--- src/rtl/memory_stage.sv ---
// memory_stage: MEM pipeline stage; ALU ops pass to writeback in 1 cycle, loads/stores run a DMEM handshake with a 15-cycle timeout.
// Ports: clk/reset_n (async active-low); ex_* instruction from EX; mem_stall holds upstream;
// dm_* DMEM request/response; wb_* registered writeback outputs; err_timeout sticky DMEM timeout.
module memory_stage (
  input  logic        clk,
  input  logic        reset_n,
  input  logic        ex_valid,
  input  logic [31:0] ex_o,
  input  logic [31:0] ex_b,
  input  logic [31:0] ex_insn,
  input  logic        ex_dmwe,
  input  logic        ex_rwd,
  input  logic        ex_rwe,
  input  logic        ex_rdst,
  output logic        mem_stall,
  output logic        dm_req,
  output logic        dm_we,
  output logic [31:0] dm_addr,
  output logic [31:0] dm_wdata,
  input  logic        dm_ack,
  input  logic [31:0] dm_rdata,
  output logic        wb_valid,
  output logic        wb_rwe,
  output logic        wb_rdst,
  output logic        wb_rwd,
  output logic [31:0] wb_o,
  output logic [31:0] wb_d,
  output logic [31:0] wb_insn,
  output logic        err_timeout
);
  localparam logic S_IDLE = 1'b0;
  localparam logic S_WAIT = 1'b1;
  logic        r_state, r_pend, r_err;
  logic [3:0]  r_cnt;
  logic [31:0] r_o, r_b, r_insn;
  logic        r_dmwe, r_rwd, r_rwe, r_rdst;
  logic        w_wait, w_mem, w_take;
  assign w_wait = r_state == S_WAIT;
  assign w_mem  = ex_dmwe || ex_rwd;
  // EX is only looked at in IDLE or on the ack edge (back-to-back accept).
  assign w_take = ex_valid && (!w_wait || dm_ack);
  assign mem_stall   = w_wait && !dm_ack;
  assign dm_req      = w_wait;
  assign dm_we       = w_wait && r_dmwe;
  assign dm_addr     = {r_o[31:2], 2'b00};
  assign dm_wdata    = r_b;
  assign err_timeout = r_err;
  always_ff @(posedge clk or negedge reset_n) begin
    if (!reset_n) begin
      r_state  <= S_IDLE;
      r_pend   <= 1'b0;
      r_err    <= 1'b0;
      r_cnt    <= 4'd0;
      r_o      <= 32'd0;
      r_b      <= 32'd0;
      r_insn   <= 32'd0;
      r_dmwe   <= 1'b0;
      r_rwd    <= 1'b0;
      r_rwe    <= 1'b0;
      r_rdst   <= 1'b0;
      wb_valid <= 1'b0;
      wb_rwe   <= 1'b0;
      wb_rdst  <= 1'b0;
      wb_rwd   <= 1'b0;
      wb_o     <= 32'd0;
      wb_d     <= 32'd0;
      wb_insn  <= 32'd0;
    end else begin
      if (w_wait && (dm_ack || r_cnt == 4'd14)) begin
        // Ack wins over a timeout landing on the same edge.
        wb_valid <= 1'b1;
        wb_rwe   <= dm_ack && r_rwe;
        wb_rdst  <= r_rdst;
        wb_rwd   <= r_rwd;
        wb_o     <= r_o;
        wb_insn  <= r_insn;
        wb_d     <= !dm_ack ? 32'hDEADBEEF : r_rwd ? dm_rdata : 32'd0;
        r_err    <= r_err || !dm_ack;
        r_state  <= S_IDLE;
      end else if (r_pend) begin
        // ALU op taken on an ack edge drains one cycle later.
        wb_valid <= 1'b1;
        wb_rwe   <= r_rwe;
        wb_rdst  <= r_rdst;
        wb_rwd   <= r_rwd;
        wb_o     <= r_o;
        wb_insn  <= r_insn;
        wb_d     <= 32'd0;
      end else if (!w_wait && ex_valid && !w_mem) begin
        wb_valid <= 1'b1;
        wb_rwe   <= ex_rwe;
        wb_rdst  <= ex_rdst;
        wb_rwd   <= ex_rwd;
        wb_o     <= ex_o;
        wb_insn  <= ex_insn;
        wb_d     <= 32'd0;
      end else begin
        wb_valid <= 1'b0;
        wb_rwe   <= 1'b0;
      end
      if (w_wait && !dm_ack)
        r_cnt <= r_cnt + 4'd1;
      r_pend <= w_take && !w_mem && (w_wait || r_pend);
      if (w_take) begin
        r_o    <= ex_o;
        r_b    <= ex_b;
        r_insn <= ex_insn;
        r_dmwe <= ex_dmwe;
        r_rwd  <= ex_rwd;
        r_rwe  <= ex_rwe;
        r_rdst <= ex_rdst;
        if (w_mem) begin
          r_state <= S_WAIT;
          r_cnt   <= 4'd0;
        end
      end
    end
  end
endmodule
--- config.mk ---
export PLATFORM = sky130hd
export DESIGN_NAME = memory_stage
export DESIGN_NICKNAME = d
export VERILOG_FILES = /design/src/rtl/memory_stage.sv
export SDC_FILE = /design/constraint.sdc
export NUM_CORES = 1
export LEC_CHECK = 0
export ABC_AREA = 1
export CAP_MARGIN = 40
export CORE_MARGIN = 1
export CORE_UTILIZATION = 43
export CTS_BUF_LIST = sky130_fd_sc_hd__clkbuf_2 sky130_fd_sc_hd__clkbuf_4 sky130_fd_sc_hd__clkbuf_8
export DETAILED_ROUTE_END_ITERATION = 12
export PLACE_DENSITY = 0.77
export SLEW_MARGIN = 15
export SYNTH_ARGS = -nofsm -noshare
export SYNTH_HDL_FRONTEND = slang
export SYNTH_SLANG_ARGS = --single-unit
--- constraint.sdc ---
create_clock -name clk -period 1.46 [get_ports clk]
set_input_delay 0.219 -clock clk [delete_from_list [all_inputs] [get_ports clk]]
set_output_delay 0.219 -clock clk [all_outputs]
set_load 0.05 [all_outputs]
# Yosys cells after proc, flatten, opt, wreduce, memory -nomap -nowiden

Index checks and enable logic that the tools add are counted.

$add $sub $neg: 1
Mux-type cells: 29
Reduce and logical (&&, ||, !) cells: 18
Equality and inequality tests: 1

Operator list:

| kind                                                           | count |
|---|---|
| 32-bit two-way mux                                             | 11 |
| 1-bit two-way mux                                              | 15 |
| 4-bit two-way mux                                              | 3 |
| 1-bit logical AND                                              | 9 |
| 1-bit logical OR                                               | 5 |
| 4-bit by 1-bit adder with 4-bit output (second input constant) | 1 |
| 4-bit == test (second input constant)                          | 1 |
| 1-bit logical NOT                                              | 3 |
| 3-bit nonzero test                                             | 1 |

Word-level logic and storage cells: 67
Bits in registers: 207
Output and inout bits: 168

# Logic depth before layout (Yosys ltp)

Depth after elaboration: 6
Mapped depth: 10
Mapped depth without buffers: 8

# Least setup slack after synthesis

No wires, ideal clock.

Path kind: register -> register
Start: register r_state (netlist: dm_req)
End: register r_o[10]
Library setup time: 0.126 ns
Cell stages (with the launch flop): 8
Data required time: 1.334 ns
Arrival: 1.729 ns
Path slack: -0.395 ns
Cells stage by stage: dfrtp_1 inv_2 nor2_4 inv_2 nand2_2 buf_4 buf_2 o21ai_0

Cells in the longest elaborated chain, start to end: 3

RTL lines:

| what                   | RTL line | RTL |
|---|---|---|
| from (decl)            | 33       | `logic r_state, r_pend, r_err;` |
| from (signal assigned) | 50       | `r_state <= S_IDLE;` |
| from (signal assigned) | 79       | `r_state <= S_IDLE;` |
| from (signal assigned) | 113      | `r_state <= S_WAIT;` |
| 1-bit logical NOT      | 41       | `assign w_take = ex_valid && (!w_wait \|\| dm_ack);` |
| 1-bit logical OR       | 41       |  |
| 1-bit logical AND      | 41       |  |
| to (signal assigned)   | 105      | `r_o <= ex_o;` |
| to (decl)              | 35       | `logic [31:0] r_o, r_b, r_insn;` |

No other way between the ends.
A chain may end at the register's enable or synchronous reset.

# Worst setup path after layout

Start: register r_state (netlist: dm_req)
End: register wb_rdst

Cells in the longest elaborated chain, start to end: 4
Elaborated cells on any way between the ends: 6
Classes of those cells: 1 x mux; 5 x reduce/logical

RTL lines:

| what                           | RTL line | RTL |
|---|---|---|
| 1-bit logical NOT              | 89       | `end else if (!w_wait && ex_valid && !w_mem) begin` |
| 1-bit logical AND (2 in a row) | 89       |  |
| 3-bit nonzero test (no line)   | --       |  |
| to (signal assigned)           | 73       | `wb_rdst <= r_rdst;` |
| to (signal assigned)           | 84       | `wb_rdst <= r_rdst;` |
| to (signal assigned)           | 92       | `wb_rdst <= ex_rdst;` |
| to (decl)                      | 24       | `output logic wb_rdst,` |

Several ways; a longest one is shown, not always the timed one.

==> summary.md <==
* portion of total power attributed to combinational logic: 45.0%
* number of buffers inserted by port buffering: 301
* Max Transition Viols Final: 0
* TritonRoute pass-1 iters: 5
* max capacitance violation total: 0
* Worst path slowest cell: dfrtp_2
* CTS tree: built
* CP arrival: 2.17 ns
* cells along the critical path: buf_6 > nor2_4 > nand2_2 > buf_12 > nor2_1 > nand3_1 > nand3_2
* average cell area after synthesis: 8.49 sq um
* post-synthesis compound-gate area fraction: 6.99%
* kind of start point of the critical path: flip-flop
* XOR/XNOR share of the synthesized area: 0.0939%
* DPL Wire Length: 19.5 mm
* clock input transition at the sequential cells of the worst setup and hold paths: 0.06 ns
* DR DRC count: 0
* distinct cell type count of the synthesized netlist: 24
* initial cell density of the core: 44.1%
* multi-input gate area in the final layout: 4860 sq um
* post-layout worst setup margin: -0.250 ns
* number of flip-flops and latches in the synthesized netlist: 207
* reported net switching power: 9.72 mW
* timing-limited maximum frequency: 0.585 GHz
* Via density: 5.67
* class of the tightest hold or removal check: in -> async
* largest driver fanout on the critical path: 33
* area grow syn2layout: 91.6%
* GRT Resource Usage Total: 30.3%
* Power Dens Cells: 1380 nW/um^2
* Static Leakage: 8.73 nW
* cell family contributing the most delay on the critical path: simple AND/OR/NAND/NOR gates
* Synth area leader: dfrtp_1
* core box area: 21200 sq um
* area of all placed cells without fillers: 17900 sq um
* antenna violations before repair: 4
* register area: 5180 sq um
* synthesized-area fraction occupied by adder cells: 0.268%
* portion of the post-synthesis area used by sequential elements: 55.5%
* run status: complete, but fails checks
* setup repair after global routing missed its margin: true
* total die area: 22300 sq um
* synthesized area: 9330 sq um
* maximum number of pins on one net before global-route repair: 51
* multiplexer share of the synthesized area: 0%
* largest stage delay on the critical path: 0.44 ns
* critical setup path kind: reg -> reg
* IR drop worst, VDD: 0.896 mV
* min cycle time layout: 1.71 ns
* Period Utilization, post-route: 117%
* top area cells in the synthesized netlist: dfrtp_1 (56%), nand3_1 (15%), nand2_1 (8.8%)
* clk_skew: 0.0282 ns
* global-route wire length before repair: 52.1 mm
* number of DRC markers in iteration 0: 645
* net switching fraction of the power: 39.4%
* violated checks: setup timing
* largest family of logic cells by synthesized area: simple AND/OR/NAND/NOR gates
* Sink Count: 207
* CTS Buffer Depth: 3
* Vias: 9865
* std cell rows: 53
* maximum level of the CTS H-tree: 2
* capturing element type of the critical path: flip-flop
* Data required, critical path: 1.92 ns
* layout cell share with drive strength beyond 1: 44.5%
* final layout net count: 1580
* count of filler cells inserted in the layout: 1026
* overall routed net length: 40.1 mm
* filler-free cell count of the finished design: 1739
* number of ports placed on the die boundary: 304
* total buffers and inverters traversed by the critical path: 2
* Die Width: 149 um
* post-synthesis simple-gate area fraction: 26.8%
* number of cells produced by synthesis: 1098
* Skew-Pair Late Insertion Delay: 0.54 ns
* fraction of power consumed by sequential logic: 32.9%
* proportion of netlist area held by the largest area contributor: 55.5%
* die boundary height: 149 um
* via count of the first global-routing pass: 9641
* Final Hold Violating Endpoints: 0
* post-route ant nets: 0
* # setup viols final: 119
* cell total after placement: 1609
* number of CTS-inserted buffers: 37
* internal power consumption: 15.0 mW
* Synth Warn #: 0
* average detailed-routed wire length per instance: 23.0 um
* gpl congestion: 0.797
* clock share of power: 22.1%
* Root Driver: clkbuf_8
* grt total ovfl: 0
* post-place instance area: 14100 sq um
[worst reg2reg max path, stage by stage, from the launching register on]
cell     delay, ns
dfrtp_2       0.44
buf_6         0.14
nor2_4        0.16
nand2_2       0.13
buf_12        0.20
nor2_1        0.21
nand3_1       0.22
nand3_2       0.14
[cell usage in the layout (no fill, tap or decap), types with 3 or more instances in the layout]
master / count
nor2_1: 68
clkbuf_8: 42
dfrtp_1: 206
nand4_1: 3
inv_2: 5
nand2_1: 124
inv_1: 70
buf_6: 11
a21oi_1: 24
nand3_2: 155
o21ai_1: 51
clkbuf_16: 17
buf_16: 22
nand3_4: 14
clkdlybuf4s50_1: 134
nand2_4: 50
buf_12: 173
clkbuf_4: 12
o21ai_0: 21
nand2_8: 6
buf_4: 53
diode_2: 4
buf_8: 6
nand2_2: 43
o21ai_2: 26
nand3_1: 104
[registers in the layout, summed over array words and instances (netlist names), 4 cells and up]
signal	cells
r_insn	32
wb_o	32
wb_d	32
wb_insn	32
dm_wdata	32
r_o	32
r_cnt	4
[through the flow]
| step | hold slack (ns) | utilization [%] | total power, mW | setup slack (ns) | setup TNS [ns] |
|---|---|---|---|---|---|
| final | 0.184 | 84.5 | 24.7 | -0.250 | -8.03 |
| after global routing | 0.182 | 84.5 | 25.5 | -0.281 | -14.63 |
| after CTS | 0.159 | 77.3 | 23.6 | -0.105 | -4.13 |
| after detailed placement | 0.156 | 66.6 | 17.2 | -0.278 | -38.36 |
| after global placement | 0.155 | 66.6 | 17.0 | -0.200 | -27.77 |
| after floorplan | -0.0766 | - | 12.2 | -0.203 | -22.03 |
[final timing paths]
path | from | to | slack [ns] | cells past startpoint
setup / recovery | dm_req$_DFF_PN0_ | wb_rdst$_DFFE_PN0P_ | -0.25 | 7
hold / removal | reset_n | dm_wdata[18]$_DFFE_PN0P_ | 0.18 | 2
setup reg to reg | dm_req$_DFF_PN0_ | wb_rdst$_DFFE_PN0P_ | -0.25 | 7
hold reg to reg | r_insn[15]$_DFFE_PN0P_ | r_insn[15]$_DFFE_PN0P_ | 0.50 | 2
max in group asynchronous | reset_n | dm_wdata[19]$_DFFE_PN0P_ | 0.70 | 3
min in group clk | dm_rdata[17] | wb_d[17]$_DFFE_PN0P_ | 0.25 | 3
[area by class of cell]
cell class	instances	area share [%]
Antenna cell	4	0.0560
Clock buffer	53	3.66
Clock inverter	4	0.266
Inverter	76	1.67
Multi-Input combinational cell	702	27.2
Sequential cell	207	29.0
Tap cell	275	1.93
Timing Repair Buffer	418	36.2
[layer usage]
layer	share of wire [%]	wire length (um)	GRT usage, %
met1	34	13500	35.0
met2	52	20800	50.8
met3	8.9	3580	8.81
met4	5.4	2150	16.4
met5	0	0	0
[synth_stat cells (all sizes together)]
master / number
nand3: 273
nand2: 220
dfrtp: 207
o21ai: 99
buf: 91
inv: 76
nor2: 71
a21oi: 26
clkbuf: 26
nand4: 3
ha: 2
a211oi: 1
conb: 1
o21bai: 1
xor2: 1
[cells by family (layout without fill, tap and decap cells)]
logic type / count (synthesis) / count (layout)
AOI/OAI and AO/OA: 127 / 127
xor gates and xnor gates: 1 / 1
adders and majority gates: 2 / 2
buffers and inverters: 193 / 551
DFF: 207 / 207
other: 1 / 6
and+or+nand+nor: 567 / 570
[timing repair]
action / CTS / global route
hold buffers: 1 / 0
setup buffers: 20 / 6
pin swaps: 44 / 46
endpoints found under the setup margin: 101 / 186
endpoints found under the hold margin: 207 / 0
cloned: 19 / 28
gates resized for setup: 218 / 266
[power groups by stage]
stage          registers (mW)  logic, mW  clock network (mW)
2_1_floorplan            10.1       2.13                   0
3_3_place_gp             7.89       9.13                   0
3_5_place_dp             7.94       9.26                   0
4_1_cts                  7.96       10.2                5.47
5_1_grt                  8.21       11.5                5.76
6_report                 8.12       11.1                5.45
(Power assumes the default switching activity.)
